File: src/rtl/opsel_pipe.sv
// -----------------------------------------------------------------------------
// opsel_pipe
//
// Parametrised N-way operand-select register for the EX-stage datapath.
// Picks one of NUM_IN packed operand sources by index and registers the
// result behind a valid/ready handshake with stall hold and flush.
// Out-of-range selects fall back to source 0 (and report sel_o = 0).
//
// Parameters:
//   WIDTH  operand width in bits
//   NUM_IN number of sources (2..16)
//   SEL_W  select width, 2**SEL_W >= NUM_IN
//   ERR_W  width of the out-of-range select counter
//
// Ports:
//   clk_i      in   clock, rising edge
//   rst_i      in   synchronous active-high reset
//   valid_i    in   upstream offers a transaction
//   ready_o    out  transaction accepted this cycle if valid_i is high
//   data_i     in   packed sources, source k = data_i[k*WIDTH +: WIDTH]
//   select_i   in   source index
//   flush_i    in   drop the held and the incoming transaction
//   valid_o    out  data_o/sel_o carry a valid result
//   ready_i    in   downstream consumes the result
//   data_o     out  registered selected operand
//   sel_o      out  registered effective index
//   err_cnt_o  out  saturating count of accepted out-of-range selects
//
// Build option:
//   OPSEL_ERRCNT_EN  when defined, err_cnt_o is a real saturating counter;
//                    otherwise it is tied to zero and no counter is built.
// -----------------------------------------------------------------------------
module opsel_pipe #(
  parameter int WIDTH  = 32,
  parameter int NUM_IN = 3,
  parameter int SEL_W  = 2,
  parameter int ERR_W  = 8
) (
  input  logic                    clk_i,
  input  logic                    rst_i,
  input  logic                    valid_i,
  output logic                    ready_o,
  input  logic [NUM_IN*WIDTH-1:0] data_i,
  input  logic [SEL_W-1:0]        select_i,
  input  logic                    flush_i,
  output logic                    valid_o,
  input  logic                    ready_i,
  output logic [WIDTH-1:0]        data_o,
  output logic [SEL_W-1:0]        sel_o,
  output logic [ERR_W-1:0]        err_cnt_o
);

  // One extra bit so NUM_IN == 2**SEL_W is representable in the compare.
  localparam logic [SEL_W:0] NUM_IN_W = (SEL_W+1)'(NUM_IN);

  logic             valid_q, valid_d;
  logic [WIDTH-1:0] data_q, data_d;
  logic [SEL_W-1:0] sel_q, sel_d;

  logic             in_range;
  logic             accept;
  logic [SEL_W-1:0] eff_sel;
  logic [WIDTH-1:0] eff_data;

  // Effective index and selected source
  assign in_range = ({1'b0, select_i} < NUM_IN_W);
  assign eff_sel  = in_range ? select_i : '0;

  always_comb begin
    eff_data = data_i[WIDTH-1:0];
    for (int k = 1; k < NUM_IN; k++) begin
      if (eff_sel == SEL_W'(k)) eff_data = data_i[k*WIDTH +: WIDTH];
    end
  end

  // Handshake: ready depends only on flush, held valid and downstream ready.
  assign ready_o = !flush_i && (!valid_q || ready_i);
  assign accept  = valid_i && ready_o;

  always_comb begin
    valid_d = valid_q;
    data_d  = data_q;
    sel_d   = sel_q;
    if (flush_i) begin
      // Payload registers keep their last value; only valid is dropped.
      valid_d = 1'b0;
    end else if (accept) begin
      valid_d = 1'b1;
      data_d  = eff_data;
      sel_d   = eff_sel;
    end else if (ready_i) begin
      valid_d = 1'b0;
    end
  end

  // Output register stage
  always_ff @(posedge clk_i) begin
    if (rst_i) begin
      valid_q <= 1'b0;
      data_q  <= '0;
      sel_q   <= '0;
    end else begin
      valid_q <= valid_d;
      data_q  <= data_d;
      sel_q   <= sel_d;
    end
  end

  assign valid_o = valid_q;
  assign data_o  = data_q;
  assign sel_o   = sel_q;

`ifdef OPSEL_ERRCNT_EN
  logic [ERR_W-1:0] err_q, err_d;

  function automatic logic [ERR_W-1:0] sat_inc(input logic [ERR_W-1:0] v);
    if (v == {ERR_W{1'b1}}) return v;
    return v + ERR_W'(1);
  endfunction

  // Counts only accepted offers, so flushed or stalled offers never count.
  always_comb begin
    err_d = err_q;
    if (accept && !in_range) err_d = sat_inc(err_q);
  end

  always_ff @(posedge clk_i) begin
    if (rst_i) err_q <= '0;
    else       err_q <= err_d;
  end

  assign err_cnt_o = err_q;
`else
  assign err_cnt_o = '0;
`endif

endmodule

File: config.mk
export PLATFORM = sky130hd
export DESIGN_NAME = opsel_pipe
export DESIGN_NICKNAME = d
export VERILOG_FILES = /design/src/rtl/opsel_pipe.sv
export SDC_FILE = /design/constraint.sdc
export NUM_CORES = 1
export LEC_CHECK = 0
export BUFFER_PORTS_ARGS = -buffer_cell sky130_fd_sc_hd__buf_2
export CAP_MARGIN = 40
export CORE_ASPECT_RATIO = 0.8
export CORE_MARGIN = 3
export CORE_UTILIZATION = 30
export CTS_CLUSTER_DIAMETER = 150
export DETAILED_ROUTE_END_ITERATION = 10
export PLACE_DENSITY = 0.62
export SETUP_SLACK_MARGIN = 0.3
export SYNTH_ARGS = -nofsm -noshare
export SYNTH_HDL_FRONTEND = slang
export SYNTH_SLANG_ARGS = --single-unit
File: constraint.sdc
create_clock -name clk_i -period 3.6 [get_ports clk_i]
set_clock_uncertainty 0.05 [all_clocks]
set_input_delay 0.36 -clock clk_i [delete_from_list [all_inputs] [get_ports clk_i]]
set_output_delay 0.36 -clock clk_i [all_outputs]
set_load 0.03 [all_outputs]
==> results.md <==
Status:
- The run finished with clean final reports.

Floorplanning:
- The chip width is 103 um.
- For this configuration, the core starts out at a cell density of 0.320.
- The area of the die is 8690 um^2.
- From bottom edge to top edge, the die measures 84.0 um.
- The number of rows in the core area is 27.
- For this design the top-level I/O count stands at 147.
- In this run the standard cell core region covers 7130 um^2.

Final layout:
- The number of cells in the finished layout apart from fillers is 443.
- The fill cell total of the finished layout is 715.
- The layout overhead on the synthesized area is 35.3%.
- In the final layout, the multi-input gates occupy 1340 um^2.
- In the final design database the tool counted 444 nets.
- The footprint of the flip-flops and latches is 701 um^2.
- The repair_antennas step left the layout with diodes totalling 0.
- The fraction of final layout cells with drive strength greater than 1 is 0.629.

Placement:
- The sum of net half-perimeters after detailed placement is 5300 um.
- During placement, the flow inserted port buffers numbering 138.
- The final weighted congestion in routability-driven placement is 0.691.
- Counting tap cells, the placed design contains a total of 435 instances.

Clocking:
- For the worst-skew pair, the clock arrives at the later sink with an insertion delay of 0.27 ns.
- The count of clock tree sinks is 35.
- The number of gates resized after cts is 0.
- The H-tree generated during clock tree synthesis spans 2 levels.
- No sink is reached through more buffers than the 2 on the longest clock path.
- TritonCTS built the clock tree.
- The buffer cell driving the clock tree root is clkbuf_8.
- The count of hold buffers inserted by post-cts repair is 0.
- The clock-pin slew of the registers on the worst-case setup and hold paths is 0.07 ns.
- The post-CTS setup buffer count is 0.
- The CTS buffer count is 5.

Global route:
- The total congestion overflow after global routing is 0.
- Entering global routing, the biggest net connects 35 pins.
- The number of global-route vias before repair is 2234.
- The global routing usage summed across all routing layers is 0.156.
- The first-pass GRT wire length is 10700 um.
- The number of antenna violations at the first check in global routing is 0.

Setup path:
- The critical path endpoint category is a flop.
- Traced cell by cell, the critical path runs through buf_2, inv_1, nor3_4, buf_4, a311oi_2.
- The worst setup path is of the in2reg kind.
- Along the worst path, the maximum fanout reaches 34.
- The data required time at the worst endpoint is 3.68 ns.
- The worst setup path is launched from a primary input.
- The worst-case reg-to-reg path depth is 4.
- The worst register-to-register path begins at valid_o$_SDFFE_PP0P_.
- The worst stage delay on the critical path is 0.49 ns.
- The cell at the slowest stage of the critical path is buf_2.
- Data on the critical path arrives at its endpoint at 1.98 ns.
- The endpoint identified for the worst register-to-register timing path is data_o[11]$_SDFFE_PP0P_.
- Setup slack on the worst reg-to-reg path comes out at 2.06 ns.

Timing:
- The max-slew violation total from the final report is 0.
- Setup total negative slack on the finished layout was measured at 0 ns.
- For the pin with the worst max-slew slack, the measured transition is 0.628 ns.
- The final hold violation count is 0.
- The total setup violations reported at the end of the flow is 0.
- The remaining max-slew budget at the tightest pin is 0.581.
- Timing would allow up to 0.525 GHz.
- In the finished design, the share of the clock period the worst path needs comes to 0.529.
- Setup repair after global routing left no endpoint under its margin.
- The worst path in the final design needs a cycle of 1.90 ns, including I/O delays and setup.

Detailed routing:
- Summed over all layers, the routed wires come to 6920 um.
- The average detailed-routed wire length per instance is 15.6 um.
- The total number of vias is 2238.
- The first TritonRoute pass finished after 4 iterations.
- The detailed router's first-iteration violation count is 53.
- The number of nets with antenna violations after routing is 0.
- Dividing the detail-routed via count by the number of cells gives 5.05.
- In the routed design, unresolved DRC markers number 0.

Flow run:
- The tool flagged a number of max-cap violations equal to 0.

Power:
- Summed over all cells, the static leakage comes to 0.00130 uW.
- The cell internal power dissipation is 771 uW.
- The switching component of the power is 364 uW.
- The share of total power dissipated in combinational logic is 0.302.
- The worst IR drop on VDD is 141 uV.
- The share of total power dissipated in the clock network is 0.322.
- The power density over the cells is 368 nW/um^2.
- The power after layout is 1140 uW.
- The share of total power dissipated in sequential elements is 0.376.
- The proportion of total power due to net switching is 0.321.

Synth:
- During synthesis, Yosys emitted a total of 0 warnings.
- In this run the cell area of the synthesized design comes to 2280 um^2.
- The count of state elements after synthesis is 35.
- The distinct cell type count after synthesis is 28.
- The portion of the post-synthesis area used by sequential elements is 0.307.
- Synthesis produced 219 cells.
- The synthesized area per cell is 10.4 um^2.

Worst hold path:
- The tightest min-delay check is of the in2reg type.
- Counting instances, the worst hold path has a depth of 3.
- The startpoint identified for the worst hold timing path is data_i[10].
- The path with the worst hold slack has its endpoint at data_o[10]$_SDFFE_PP0P_.
==> cell usage in the layout, fill, tap and decap left out, types with 3 or more instances in the layout <==
| cell type | n |
|---|---|
| conb_1 | 8 |
| a31oi_1 | 31 |
| a311oi_2 | 29 |
| buf_2 | 138 |
| nand2_1 | 31 |
| a22oi_2 | 29 |
| dfxtp_1 | 35 |
| buf_4 | 4 |
| clkbuf_8 | 6 |
| mux2i_1 | 3 |
==> per-layer routing <==
layer  share of wire  GRT usage  vias up  routed length [um]
met3           0.094     0.0434        2                 651
met1            0.43      0.191     1034                2960
li1                -          -     1094                   -
met2            0.47      0.265      108                3270
met5               0          0        -                   0
met4          0.0059     0.0412        0                  41
==> cells by family (layout without fill, tap and decap cells) <==
group	count (synthesis)	in the layout	share of synthesized area
AND/OR/NAND/NOR	41	41	0.0823
buffers and inverters	39	155	0.121
XOR/XNOR	1	1	0.00713
AO/OA/AOI/OAI	99	99	0.467
flip-flops	35	35	0.307
other	1	8	0.00164
multiplexers	3	3	0.0132
==> state kept, by name (all words and copies together) (netlist names) <==
register  count
data_o       32
sel_o         2
valid_o       1
==> power by group through the flow <==
stage	clock network, uW	registers, uW	logic (uW)
5_1_grt	401	429	372
2_1_floorplan	0	487	185
3_5_place_dp	0	436	346
6_report	365	427	343
4_1_cts	376	427	346
3_3_place_gp	0	435	331
==> worst max path at each step <==
| stage | endpoint | start | cells after the start | slack, ns |
|---|---|---|---|---|
| 2_1_floorplan | ready_o | valid_o$_SDFFE_PP0P_ | 2 | 2.16 |
| 3_3_place_gp | data_o[4]$_SDFFE_PP0P_ | valid_i | 5 | 1.46 |
| 3_5_place_dp | data_o[7]$_SDFFE_PP0P_ | valid_i | 5 | 1.42 |
| 4_1_cts | data_o[7]$_SDFFE_PP0P_ | valid_i | 5 | 1.73 |
| 5_1_grt | data_o[7]$_SDFFE_PP0P_ | valid_i | 5 | 1.58 |
| 6_report | data_o[7]$_SDFFE_PP0P_ | valid_i | 5 | 1.70 |
==> cell type report <==
class | instances | share of cell area
clock buffer | 6 | 0.0268
clock inverter | 2 | 0.0113
inverter | 2 | 0.00243
multi-input combinational | 152 | 0.435
sequential | 35 | 0.227
tap | 101 | 0.0409
timing repair buffer | 145 | 0.256
==> stage by stage <==
step	setup WS, ns	instance area [um^2]	utilization	hold WS [ns]
floorplan	2.16	2310	-	0.383
global placement	1.46	2900	0.407	0.411
detailed placement	1.42	2970	0.417	0.418
CTS	1.73	3090	0.433	0.279
global route	1.58	3090	0.433	0.293
finish	1.70	3090	0.433	0.296
==> worst max-delay path, delay by kind of cell <==
kind                   cells  cell delay [ns]
buffers and inverters      3             1.22
AOI/OAI and AO/OA          1             0.19
and+or+nand+nor            1             0.20
==> synth_stat cells (all sizes together) <==
master,instances,share of area
a211oi,1,0.0033
a21oi,2,0.0044
a22oi,31,0.17
a311oi,31,0.20
a31oi,31,0.085
buf,25,0.098
clkbuf,12,0.020
conb,1,0.0016
dfxtp,35,0.31
inv,2,0.0033
mux2i,3,0.013
nand2,31,0.051
nand2b,2,0.0055
nand4,2,0.0055
nor2,1,0.0016
nor2b,3,0.012
nor3,1,0.0044
nor4,1,0.0027
o2bb2ai,1,0.0038
o31ai,2,0.0066
xnor2,1,0.0071
No activity file was read; power rests on OpenSTA's default activity.
